<file path="config.mk">
export PLATFORM = sky130hd
export DESIGN_NAME = gerador_borda
export DESIGN_NICKNAME = d
export VERILOG_FILES = /design/src/rtl/gerador_borda.sv
export SDC_FILE = /design/constraint.sdc
export NUM_CORES = 1
export LEC_CHECK = 0
export CAP_MARGIN = 15
export CORE_UTILIZATION = 50
export DETAILED_ROUTE_END_ITERATION = 16
export GPL_TIMING_DRIVEN = 1
export HOLD_SLACK_MARGIN = 0.08
export PLACE_DENSITY_LB_ADDON = 0.1
export REMOVE_ABC_BUFFERS = 1
export SLEW_MARGIN = 20
export SYNTH_ARGS = -nofsm -noshare
export SYNTH_HDL_FRONTEND = slang
export SYNTH_SLANG_ARGS = --single-unit
</file>
<file path="constraint.sdc">
create_clock -name clk -period 3 [get_ports clk]
set_clock_uncertainty 0.2 [all_clocks]
set_input_delay 0.75 -clock clk [delete_from_list [all_inputs] [get_ports clk]]
set_output_delay 0.75 -clock clk [all_outputs]
set_load 0.01 [all_outputs]
</file>
<file path="src/rtl/gerador_borda.sv">
// gerador_borda: multi-channel pulse generator.
//
// Each channel turns a single-cycle request strobe into an output pulse that
// is high for max(alto,1) cycles and is then held low for at least baixo
// cycles. While a pulse is in flight, one further request per channel can be
// queued. A request that finds the queue already full is dropped and sets a
// sticky error flag.
//
// Optional feature: define GERADOR_RETRIGGER_EN to make the channels
// retriggerable one-shots. In that build a request during the high phase
// reloads the high counter instead of being queued.
//
// Ports:
//   clk     clock, rising edge
//   rst     asynchronous reset, active-high
//   req     per-channel request strobes
//   alto    high duration in cycles (0 is treated as 1), sampled at pulse start
//   baixo   minimum low gap in cycles (0 = no gap), sampled at pulse start
//   saida   per-channel pulse outputs, decoded from registered state only
//   ocupado per-channel busy: channel not idle, or a request is queued
//   erro    per-channel sticky overflow flag
module gerador_borda #(
  parameter int unsigned CANAIS    = 2,
  parameter int unsigned LARGURA_W = 8
) (
  input  logic                 clk,
  input  logic                 rst,
  input  logic [CANAIS-1:0]    req,
  input  logic [LARGURA_W-1:0] alto,
  input  logic [LARGURA_W-1:0] baixo,
  output logic [CANAIS-1:0]    saida,
  output logic [CANAIS-1:0]    ocupado,
  output logic [CANAIS-1:0]    erro
);

  localparam logic [1:0] StIdle = 2'd0;
  localparam logic [1:0] StHigh = 2'd1;
  localparam logic [1:0] StLow  = 2'd2;

  logic [CANAIS-1:0][1:0]           state_q, state_d;
  logic [CANAIS-1:0][LARGURA_W-1:0] cnt_q, cnt_d;
  logic [CANAIS-1:0][LARGURA_W-1:0] baixo_l_q, baixo_l_d;
  logic [CANAIS-1:0]                pend_q, pend_d;
  logic [CANAIS-1:0]                erro_q, erro_d;

  // Per-channel decisions for the current cycle.
  logic [CANAIS-1:0] inicio;  // a new pulse is loaded on this edge
  logic [CANAIS-1:0] retrig;  // req absorbed by a retrigger reload

  // Counter load for the high phase: max(alto,1) - 1.
  logic [LARGURA_W-1:0] carga_alto;
  assign carga_alto = (alto == '0) ? '0 : alto - LARGURA_W'(1);

  always_comb begin
    state_d   = state_q;
    cnt_d     = cnt_q;
    baixo_l_d = baixo_l_q;
    pend_d    = pend_q;
    erro_d    = erro_q;
    inicio    = '0;
    retrig    = '0;

    for (int i = 0; i < CANAIS; i++) begin
      unique case (state_q[i])
        StIdle: begin
          inicio[i] = req[i] | pend_q[i];
        end
        StHigh: begin
`ifdef GERADOR_RETRIGGER_EN
          retrig[i] = req[i];
`endif
          if (retrig[i]) begin
            cnt_d[i] = carga_alto;
          end else if (cnt_q[i] != '0) begin
            cnt_d[i] = cnt_q[i] - LARGURA_W'(1);
          end else if (baixo_l_q[i] != '0) begin
            state_d[i] = StLow;
            cnt_d[i]   = baixo_l_q[i] - LARGURA_W'(1);
          end else if (req[i] | pend_q[i]) begin
            inicio[i] = 1'b1;
          end else begin
            state_d[i] = StIdle;
          end
        end
        StLow: begin
          if (cnt_q[i] != '0) begin
            cnt_d[i] = cnt_q[i] - LARGURA_W'(1);
          end else if (req[i] | pend_q[i]) begin
            inicio[i] = 1'b1;
          end else begin
            state_d[i] = StIdle;
          end
        end
        default: begin
          state_d[i] = StIdle;
        end
      endcase

      if (inicio[i]) begin
        state_d[i]   = StHigh;
        cnt_d[i]     = carga_alto;
        baixo_l_d[i] = baixo;
        // If the queued request started this pulse, a simultaneous req takes
        // its place in the queue; if req itself started it, nothing is queued.
        pend_d[i]    = pend_q[i] & req[i];
      end else if (req[i] && !retrig[i]) begin
        if (!pend_q[i]) begin
          pend_d[i] = 1'b1;
        end else begin
          erro_d[i] = 1'b1;
        end
      end
    end
  end

  always_ff @(posedge clk or posedge rst) begin
    if (rst) begin
      state_q   <= '0;
      cnt_q     <= '0;
      baixo_l_q <= '0;
      pend_q    <= '0;
      erro_q    <= '0;
    end else begin
      state_q   <= state_d;
      cnt_q     <= cnt_d;
      baixo_l_q <= baixo_l_d;
      pend_q    <= pend_d;
      erro_q    <= erro_d;
    end
  end

  always_comb begin
    saida   = '0;
    ocupado = '0;
    for (int i = 0; i < CANAIS; i++) begin
      saida[i]   = (state_q[i] == StHigh);
      ocupado[i] = (state_q[i] != StIdle) | pend_q[i];
    end
  end

  assign erro = erro_q;

endmodule

</file>
==> qor.yml, run 1 <==
status:
  status: "completed"
power_and_ir_drop:
  power_density_nw_per_um2: 1080
  p_sw_frac: 0.457
  intPower_uw: 2000
  pwr-share-seq: 0.313
  clkPwrFrac: 0.122
  vdd_drop_max_mv: 0.567
  leakagePower_uw: 0.00143
  switchingPower_uw: 1680
  power_frac_comb: 0.565
global_routing:
  grt_overflow: 0
  grt_use_total: 0.244
  top_usage_layer: "met2"
  grt_max_degree: 41
  antenna_found_initial: 0
  grt_use_met3: 0.0419
  grt_pass1_vias: 2397
  gr-usage-met2: 0.379
  use_met1: 0.349
  grt_first_pass_wirelength_um: 11600
min_path:
  worst_hold_path.num_cells: 1
  worstHoldStart: "erro[0]"
  min_to: "erro[0]"
  hp-class: "register to register"
setup_path:
  slowest_stage: "or4_1"
  r2r_start: "baixo_l_q[2]"
  crit_path_end_kind: "register"
  worst-setup-path-type: "input port to register"
  ff2ff_path_depth: 5
  required_ns: 2.99
  cp-start-kind: "input port"
  worstPathCellList: "clkdlybuf4s50_1 -> or4_1 -> nor4_1 -> mux2i_1 -> mux2i_1 -> a31o_1"
  rrSetupSlack_ns: 0.54
  max_stage_delay_ns: 0.59
  arrival_ns: 2.64
  cpMostUsedCell: "mux2i_1"
  path_max_fanout: 3
  worstReg2RegEnd: "baixo_l_q[4]"
sta:
  period_needed_ns: 2.65
  whs_ns: 0.283
  period_share: 0.884
  slew_headroom: 0.537
  max_freq_mhz: 377
  drv_slew: 0
  setup_ws_ns: 0.349
  tightest_slew_ns: 0.688
  rsz0062_at_grt: "false"
  setup_viol: 0
  hold_viol: 0
synthesis:
  async_flop_share: 1.00
  synth_top_area_frac: 0.346
  synth_edf_count: 0
  synth.distinct_cells: 60
  avgSynthCellArea_um2: 8.83
  ys_seq_area_frac: 0.346
  netlist_instances: 328
  synth-seq-cells: 40
  synth_flop_cell: "dfrtp_1"
  synth.top_cells.by_area: "dfrtp_1 35%, ha_1 7.3%, nand2_1 6.7%"
  yosysTopAreaCell: "dfrtp_1"
  ys_warn_count: 0
  syn-cell-area_um2: 2900
layout:
  diodes: 0
  area_delta_synth_final_pct: 17.6
  final-instance-count-excl-fill: 438
  fin_util: 0.615
  final_net_count: 402
  drive_gt1_frac: 0.115
clock_network:
  htreeDepth: 2
  post_cts_resized: 0
  cts_hold_buf: 0
  clockBufferDepth: 2
  cts.sinks: 40
  clk_latency_ns: 0.30
  cts_tree: "done"
  cts_root_buffer: "clkbuf_8"
  cts_made_buffers: 5
  cts_setup_buffers: 0
  clkTransAtPathRegs_ns: 0.08
floorplan:
  fp.dieArea_um2: 6100
  start_util: 0.523
  die_x_um: 78.1
  placementRows: 27
  die_h_um: 78.1
  core_area_um2: 5540
  top_level_ports: 26
detailed_routing:
  vias_per_cell: 5.71
  wl_per_cell_um: 15.5
  drt_wl_total_um: 6810
  drt_first_iter_violations: 183
  post-route-drc-count: 0
  ant_nets: 0
  vias: 2499
  dr.pass1.iters: 4
run:
  max-cap-violations: 0
place:
  io_buffer_count: 25
  dp_hpwl_um: 5150
  dp_cells: 429
  gp_congestion: 0.931
  post-place-ws_ns: -0.0803
[worst max path at each step]
stage | cells after the start | from | slack, ns | to
final | 6 | alto[3] | 0.35 | cnt_q[7]
after global placement | 5 | req[0] | -0.06 | pend_q[0]
after detailed placement | 5 | req[0] | -0.08 | pend_q[0]
after CTS | 5 | req[0] | 0.23 | pend_q[0]
after global routing | 6 | alto[3] | 0.21 | cnt_q[7]
after floorplan | 7 | cnt_q[8] | 0.32 | cnt_q[15]
[worst max-delay path, delay by kind of cell]
kind | cells | cell delay, ns
buffers and inverters | 1 | 0.44
AND/OR/NAND/NOR | 2 | 0.85
multiplexers | 2 | 0.41
AO/OA/AOI/OAI | 1 | 0.19
[synthesized netlist by cell type, types with 2 or more instances]
library cell / number
a21oi_1: 9
a22oi_1: 4
a31o_2: 4
a31oi_1: 6
a41o_1: 2
and3_1: 2
buf_2: 4
clkbuf_1: 3
dfrtp_1: 40
ha_1: 17
inv_1: 17
mux2_1: 2
mux2_2: 7
mux2i_1: 9
nand2_1: 52
nand2b_1: 7
nand3_1: 5
nand3b_1: 3
nor2_1: 30
nor3_1: 9
nor3b_1: 6
nor4_1: 3
o211ai_1: 9
o21ai_0: 15
o221ai_1: 3
o311ai_0: 3
o31ai_1: 3
or2_2: 3
or4_1: 2
xnor2_1: 15
xor2_1: 5
[flip-flops by register name, indices dropped and copies added, names as in the netlist]
| signal | flops |
|---|---|
| cnt_q | 16 |
| erro | 2 |
| pend_q | 2 |
| baixo_l_q | 16 |
| state_q | 4 |
[placed cells by master (no fill, tap or decap), types with 4 or more instances in the layout]
cell	n
a21oi_1	9
a22oi_1	4
a31o_2	4
a31oi_1	6
buf_4	12
clkbuf_8	5
clkdlybuf4s50_1	25
dfrtp_1	40
ha_1	17
inv_1	17
mux2_2	7
mux2i_1	9
nand2_1	52
nand2b_1	7
nand3_1	5
nor2_1	30
nor3_1	9
nor3b_1	6
o211ai_1	9
o21ai_0	15
xnor2_1	15
xor2_1	5
[kinds of logic (layout without fill, tap and decap cells)]
family / count (synthesis) / count (layout) / synth area share
simple gates: 132 / 132 / 0.225
compound gates: 73 / 73 / 0.184
flops: 40 / 40 / 0.346
buf+inv: 26 / 64 / 0.0380
xor+xnor: 20 / 20 / 0.0605
fa+ha+maj: 19 / 19 / 0.0808
mux: 18 / 18 / 0.0661
[layer usage]
layer,vias to the layer above,routed length (um)
met2,57,3030
met4,0,67
li1,1247,-
met1,1186,3410
met3,9,306
met5,-,0
[power groups by stage]
stage,clock network [uW],registers (uW),logic (uW)
finish,450,1150,2080
global route,479,1190,2330
CTS,456,1150,2060
detailed placement,0,1150,2050
global placement,0,1140,2000
floorplan,0,1060,1520
[metrics by stage]
stage / area (um^2) / total power (uW) / setup TNS (ns)
2_1_floorplan: 2850 / 2570 / 0
3_3_place_gp: 3280 / 3140 / -0.113
3_5_place_dp: 3280 / 3200 / -0.192
4_1_cts: 3390 / 3660 / 0
5_1_grt: 3410 / 4000 / 0
6_report: 3410 / 3680 / 0
[area by class of cell]
type                       instances  area [um^2]
fill                             517         2130
multi-input combinational        262         1780
sequential                        40         1000
timing repair buffer              38          352
tap                               72         90.1
clock buffer                       5         68.8
inverter                          18         67.6
clock inverter                     3         42.5
Note: power is estimated with default switching activity, not from simulation.
==> run 2: changes to the inputs <==
- SLEW_MARGIN: 20 -> 5
==> qor.yml, run 2 (synthesis results as in run 1) <==
status:
  status: "completed"
sta:
  tightest_slew_ns: 1.09  # +0.400 ns
  period_needed_ns: 2.75  # +0.102 ns
  period_share: 0.918  # +0.0338
  rsz0062_at_grt: "false"
  drv_slew: 0  # unchanged
  hold_viol: 0  # unchanged
  setup-tns-final_ns: 0  # unchanged
  slew_headroom: 0.272  # -0.265
  setup_viol: 0  # unchanged
  max_freq_mhz: 363  # -3.7%
global_routing:
  grt_first_pass_wirelength_um: 11600  # unchanged
  antenna_found_initial: 0  # unchanged
  grt_use_met3: 0.0419  # unchanged
  grt_max_degree: 41  # unchanged
  grt_overflow: 0  # unchanged
  grt_use_total: 0.244  # unchanged
  grt_pass1_vias: 2397  # unchanged
  gr-usage-met2: 0.379  # unchanged
  use_met1: 0.349  # unchanged
  top_usage_layer: "met2"
setup_path:
  worst-setup-path-type: "input port to register"
  cp-start-kind: "input port"
  crit_path_end_kind: "register"
  required_ns: 2.98  # about the same
  arrival_ns: 2.73  # +0.09 ns
  r2r_start: "cnt_q[6]"
  ff2ff_path_depth: 5  # unchanged
  path_max_fanout: 20  # +17
  rrSetupSlack_ns: 0.25  # -0.29 ns
  cp-startpoint: "req[0]"
  worstReg2RegEnd: "pend_q[0]"
  crit_path_end: "pend_q[0]"
floorplan:
  start_util: 0.523  # unchanged
  die_h_um: 78.1  # unchanged
  core_area_um2: 5540  # unchanged
  top_level_ports: 26  # unchanged
  die_x_um: 78.1  # unchanged
  placementRows: 27  # unchanged
  fp.dieArea_um2: 6100  # unchanged
power_and_ir_drop:
  leakagePower_uw: 0.00143  # -0.42%
  vdd_drop_max_mv: 0.565  # -0.25%
  power_density_nw_per_um2: 1080  # -0.20%
layout:
  area_delta_synth_final_pct: 17.2
  drive_gt1_frac: 0.112  # -0.00243
  fin_area_um2: 3390  # -0.33%
  largest_registers: "baixo_l_q (16), cnt_q (16), state_q (4)"
  final_net_count: 401  # -0.25%
  layout_commonest_cell: "nand2_1"
  multi_input_comb_area_um2: 1780  # unchanged
  regArea_um2: 1000  # unchanged
  diodes: 0  # unchanged
  final_cell_mix: "52 x nand2_1, 40 x dfrtp_1, 30 x nor2_1"
  fillCellCount: 519  # +0.39%
  fin_util: 0.613  # -0.00203
clock_network:
  htreeDepth: 2  # unchanged
  cts.sinks: 40  # unchanged
  cts_hold_buf: 0  # unchanged
  clkTransAtPathRegs_ns: 0.08  # about the same
  cts_tree: "done"
  cts_setup_buffers: 0  # unchanged
  post_cts_resized: 0  # unchanged
  cts_root_buffer: "clkbuf_8"
  clockBufferDepth: 2  # unchanged
  cts_made_buffers: 5  # unchanged
  clk_latency_ns: 0.30  # about the same
run:
  max-cap-violations: 0  # unchanged
min_path:
  hp-class: "register to register"
place:
  gp_congestion: 0.931  # unchanged
  dp_hpwl_um: 5150  # unchanged
  io_buffer_count: 25  # unchanged
  placed_area_um2: 3280  # unchanged
detailed_routing:
  drt_wl_total_um: 6810  # +0.10%
  vias_per_cell: 5.74  # +0.59%
  vias: 2508  # +0.36%
  drt_first_iter_violations: 206  # +13%
  post-route-drc-count: 0  # unchanged
  wl_per_cell_um: 15.6  # +0.33%
  dr.pass1.iters: 4  # unchanged
  ant_nets: 0  # unchanged
[run 2: cell count changes in the layout (fill, tap and decap cells not counted), sizes merged]
cell  before  now
buf       13   12
[run 2: worst max-delay path, cell delays in order]
cell	delay (ns)
clkdlybuf4s50_1	0.47
nor2_1	0.08
o41ai_4	0.95
inv_2	0.13
maj3_2	0.34
[run 2: layer usage]
layer  share of wire  wire, um
met5               0         0
met4          0.0098        67
met3           0.044       301
met2            0.45      3050
met1            0.50      3390
[run 2: worst min-delay path by stage]
stage,startpoint,to,slack (ns),cells after the start
floorplan,baixo_l_q[7],baixo_l_q[7],0.27,1
global placement,erro[0],erro[0],0.26,1
detailed placement,erro[0],erro[0],0.25,1
CTS,erro[0],erro[0],0.28,1
global route,erro[0],erro[0],0.29,1
finish,erro[0],erro[0],0.28,1
[run 2: layout make-up]
class,instances,area share
tap,72,0.0265
clock buffer,5,0.0203
sequential,40,0.295
timing repair buffer,37,0.100
inverter,18,0.0199
clock inverter,3,0.0125
multi-input combinational,262,0.526
[run 2: per-stage QoR]
step                      total power (uW)  setup slack [ns]  instances  hold WS (ns)
final                                 3660             0.247        437         0.282
after CTS                             3660             0.231        437         0.283
after global routing                  3980            0.0499        437         0.293
after detailed placement              3200           -0.0803        429         0.255
after floorplan                       2570             0.316        320         0.275
after global placement                3140           -0.0581        429         0.259
[run 2: report_power, final]
| part | leakage [uW] | switching [uW] | total, uW | internal (uW) |
|---|---|---|---|---|
| clock | 0.0000541 | 203 | 450 | 246 |
| combinational | 0.000897 | 1120 | 2060 | 934 |
| sequential | 0.000474 | 351 | 1150 | 804 |
==> run 3: changes to the inputs <==
- CORE_UTILIZATION: 50 -> 40
- clock period: 3 -> 2.46 ns (I/O delays scaled with it)
==> qor.yml, run 3 (synthesis results as in run 1) <==
status:
  status: "completed"
layout:
  layout_commonest_cell: "nand2_1"
  fin_area_um2: 3680  # +8.3%
  area_delta_synth_final_pct: 27.0
  regArea_um2: 1000  # unchanged
  final_cell_mix: "52 x nand2_1, 40 x dfrtp_1, 34 x buf_4"
  multi_input_comb_area_um2: 1850  # +3.6%
  largest_registers: "baixo_l_q (16), cnt_q (16), state_q (4)"
  final_net_count: 425  # +6.0%
  fin_util: 0.532  # -0.0803
  final-instance-count-excl-fill: 485  # +11%
  fillCellCount: 682  # +31%
  drive_gt1_frac: 0.185  # +0.0728
  diodes: 0  # unchanged
detailed_routing:
  dr.pass1.iters: 4  # unchanged
  ant_nets: 0  # unchanged
  post-route-drc-count: 0  # unchanged
  drt_first_iter_violations: 107  # -48%
  wl_per_cell_um: 15.0  # -3.7%
  vias: 2595  # +3.5%
  drt_wl_total_um: 7280  # +6.8%
  vias_per_cell: 5.35  # -6.8%
setup_path:
  arrival_ns: 1.57  # -1.16 ns
  crit_path_end_kind: "primary output"
  required_ns: 1.64  # -1.34 ns
  path_max_fanout: 5  # -75%
  cp-start-kind: "register"
  worst-setup-path-type: "register to primary output"
clock_network:
  clkTransAtPathRegs_ns: 0.08  # about the same
  clockBufferDepth: 2  # unchanged
  cts_root_buffer: "clkbuf_8"
  cts_hold_buf: 0  # unchanged
  cts_made_buffers: 5  # unchanged
  clk_latency_ns: 0.29  # about the same
  cts.sinks: 40  # unchanged
  cts_tree: "done"
  htreeDepth: 2  # unchanged
place:
  io_buffer_count: 25  # unchanged
  gp_congestion: 0.900  # -3.4%
  dp_hpwl_um: 5380  # +4.4%
  dp_cells: 472  # +10%
  post-place-ws_ns: -0.389  # -0.308 ns
  placed_area_um2: 3480  # +6.0%
power_and_ir_drop:
  leakagePower_uw: 0.00156  # +9.7%
  vdd_drop_max_mv: 0.551  # -2.5%
  power_density_nw_per_um2: 1280  # +18%
sta:
  period_share: 0.968
  setup_viol: 0  # unchanged
  period_needed_ns: 2.38
  max_freq_mhz: 420
  slew_headroom: 0.648  # +0.375
  hold_viol: 0  # unchanged
  drv_slew: 0  # unchanged
  rsz0062_at_grt: "false"
  whs_ns: 0.281  # -0.00144 ns
  tightest_slew_ns: 0.529  # -0.559 ns
  setup_ws_ns: 0.0796  # -0.168 ns
floorplan:
  top_level_ports: 26  # unchanged
  start_util: 0.419  # -0.103
  die_x_um: 87.1  # +11%
  placementRows: 30  # +11%
  fp.dieArea_um2: 7580  # +24%
  core_area_um2: 6910  # +25%
  die_h_um: 87.1  # +11%
min_path:
  hp-class: "register to register"
global_routing:
  grt_max_degree: 41  # unchanged
  grt_pass1_vias: 2497  # +4.2%
  grt_first_pass_wirelength_um: 12300  # +6.1%
  antenna_found_initial: 0  # unchanged
  grt_overflow: 0  # unchanged
  grt_use_total: 0.210  # -0.0342
run:
  max-cap-violations: 0  # unchanged
==> run 3: timing repair <==
action	4_1_cts	5_1_grt
setup buffers	2	3
setup endpoints to repair	4	18
pin swaps	2	2
gates resized for setup	7	10
==> run 3: layout make-up <==
type                       count  share of cell area
clock buffer                   7              0.0235
timing repair buffer          61               0.149
tap                           96              0.0327
inverter                      18              0.0184
sequential                    40               0.272
multi-input combinational    262               0.503
clock inverter                 1             0.00204
==> run 3: per-stage QoR <==
step / setup TNS [ns] / total power (uW)
6_report: 0 / 4700
3_5_place_dp: -3.25 / 4080
3_3_place_gp: -2.90 / 4060
4_1_cts: 0 / 4590
5_1_grt: 0 / 5140
2_1_floorplan: -1.12 / 3140
==> run 3: final timing paths <==
check	startpoint	to	slack, ns	cells past startpoint
setup / recovery	state_q[1]	saida[0]	0.08	3
hold / removal	erro[1]	erro[1]	0.28	1
setup reg to reg	baixo_l_q[3]	baixo_l_q[6]	0.11	6
hold reg to reg	erro[1]	erro[1]	0.28	1
max in group asynchronous	rst	pend_q[0]	1.13	3
min in group asynchronous	rst	cnt_q[0]	0.57	3
==> run 3: critical path, cell delays in order, from the launching register on <==
cell and delay (ns):
dfrtp_1 0.40, inv_1 0.16, ha_4 0.18, clkdlybuf4s50_1 0.53
==> run 3: metal layers <==
layer  share of wire  GRT usage
met1            0.52      0.312
met2            0.44      0.320
met3           0.031     0.0265
met4          0.0091     0.0530
met5               0          0
==> run 3: where the power goes <==
group	total [uW]	internal, uW	switching, uW
registers	1370	980	392
clock network	469	228	240
logic	2860	1380	1470
total	4700	2590	2100
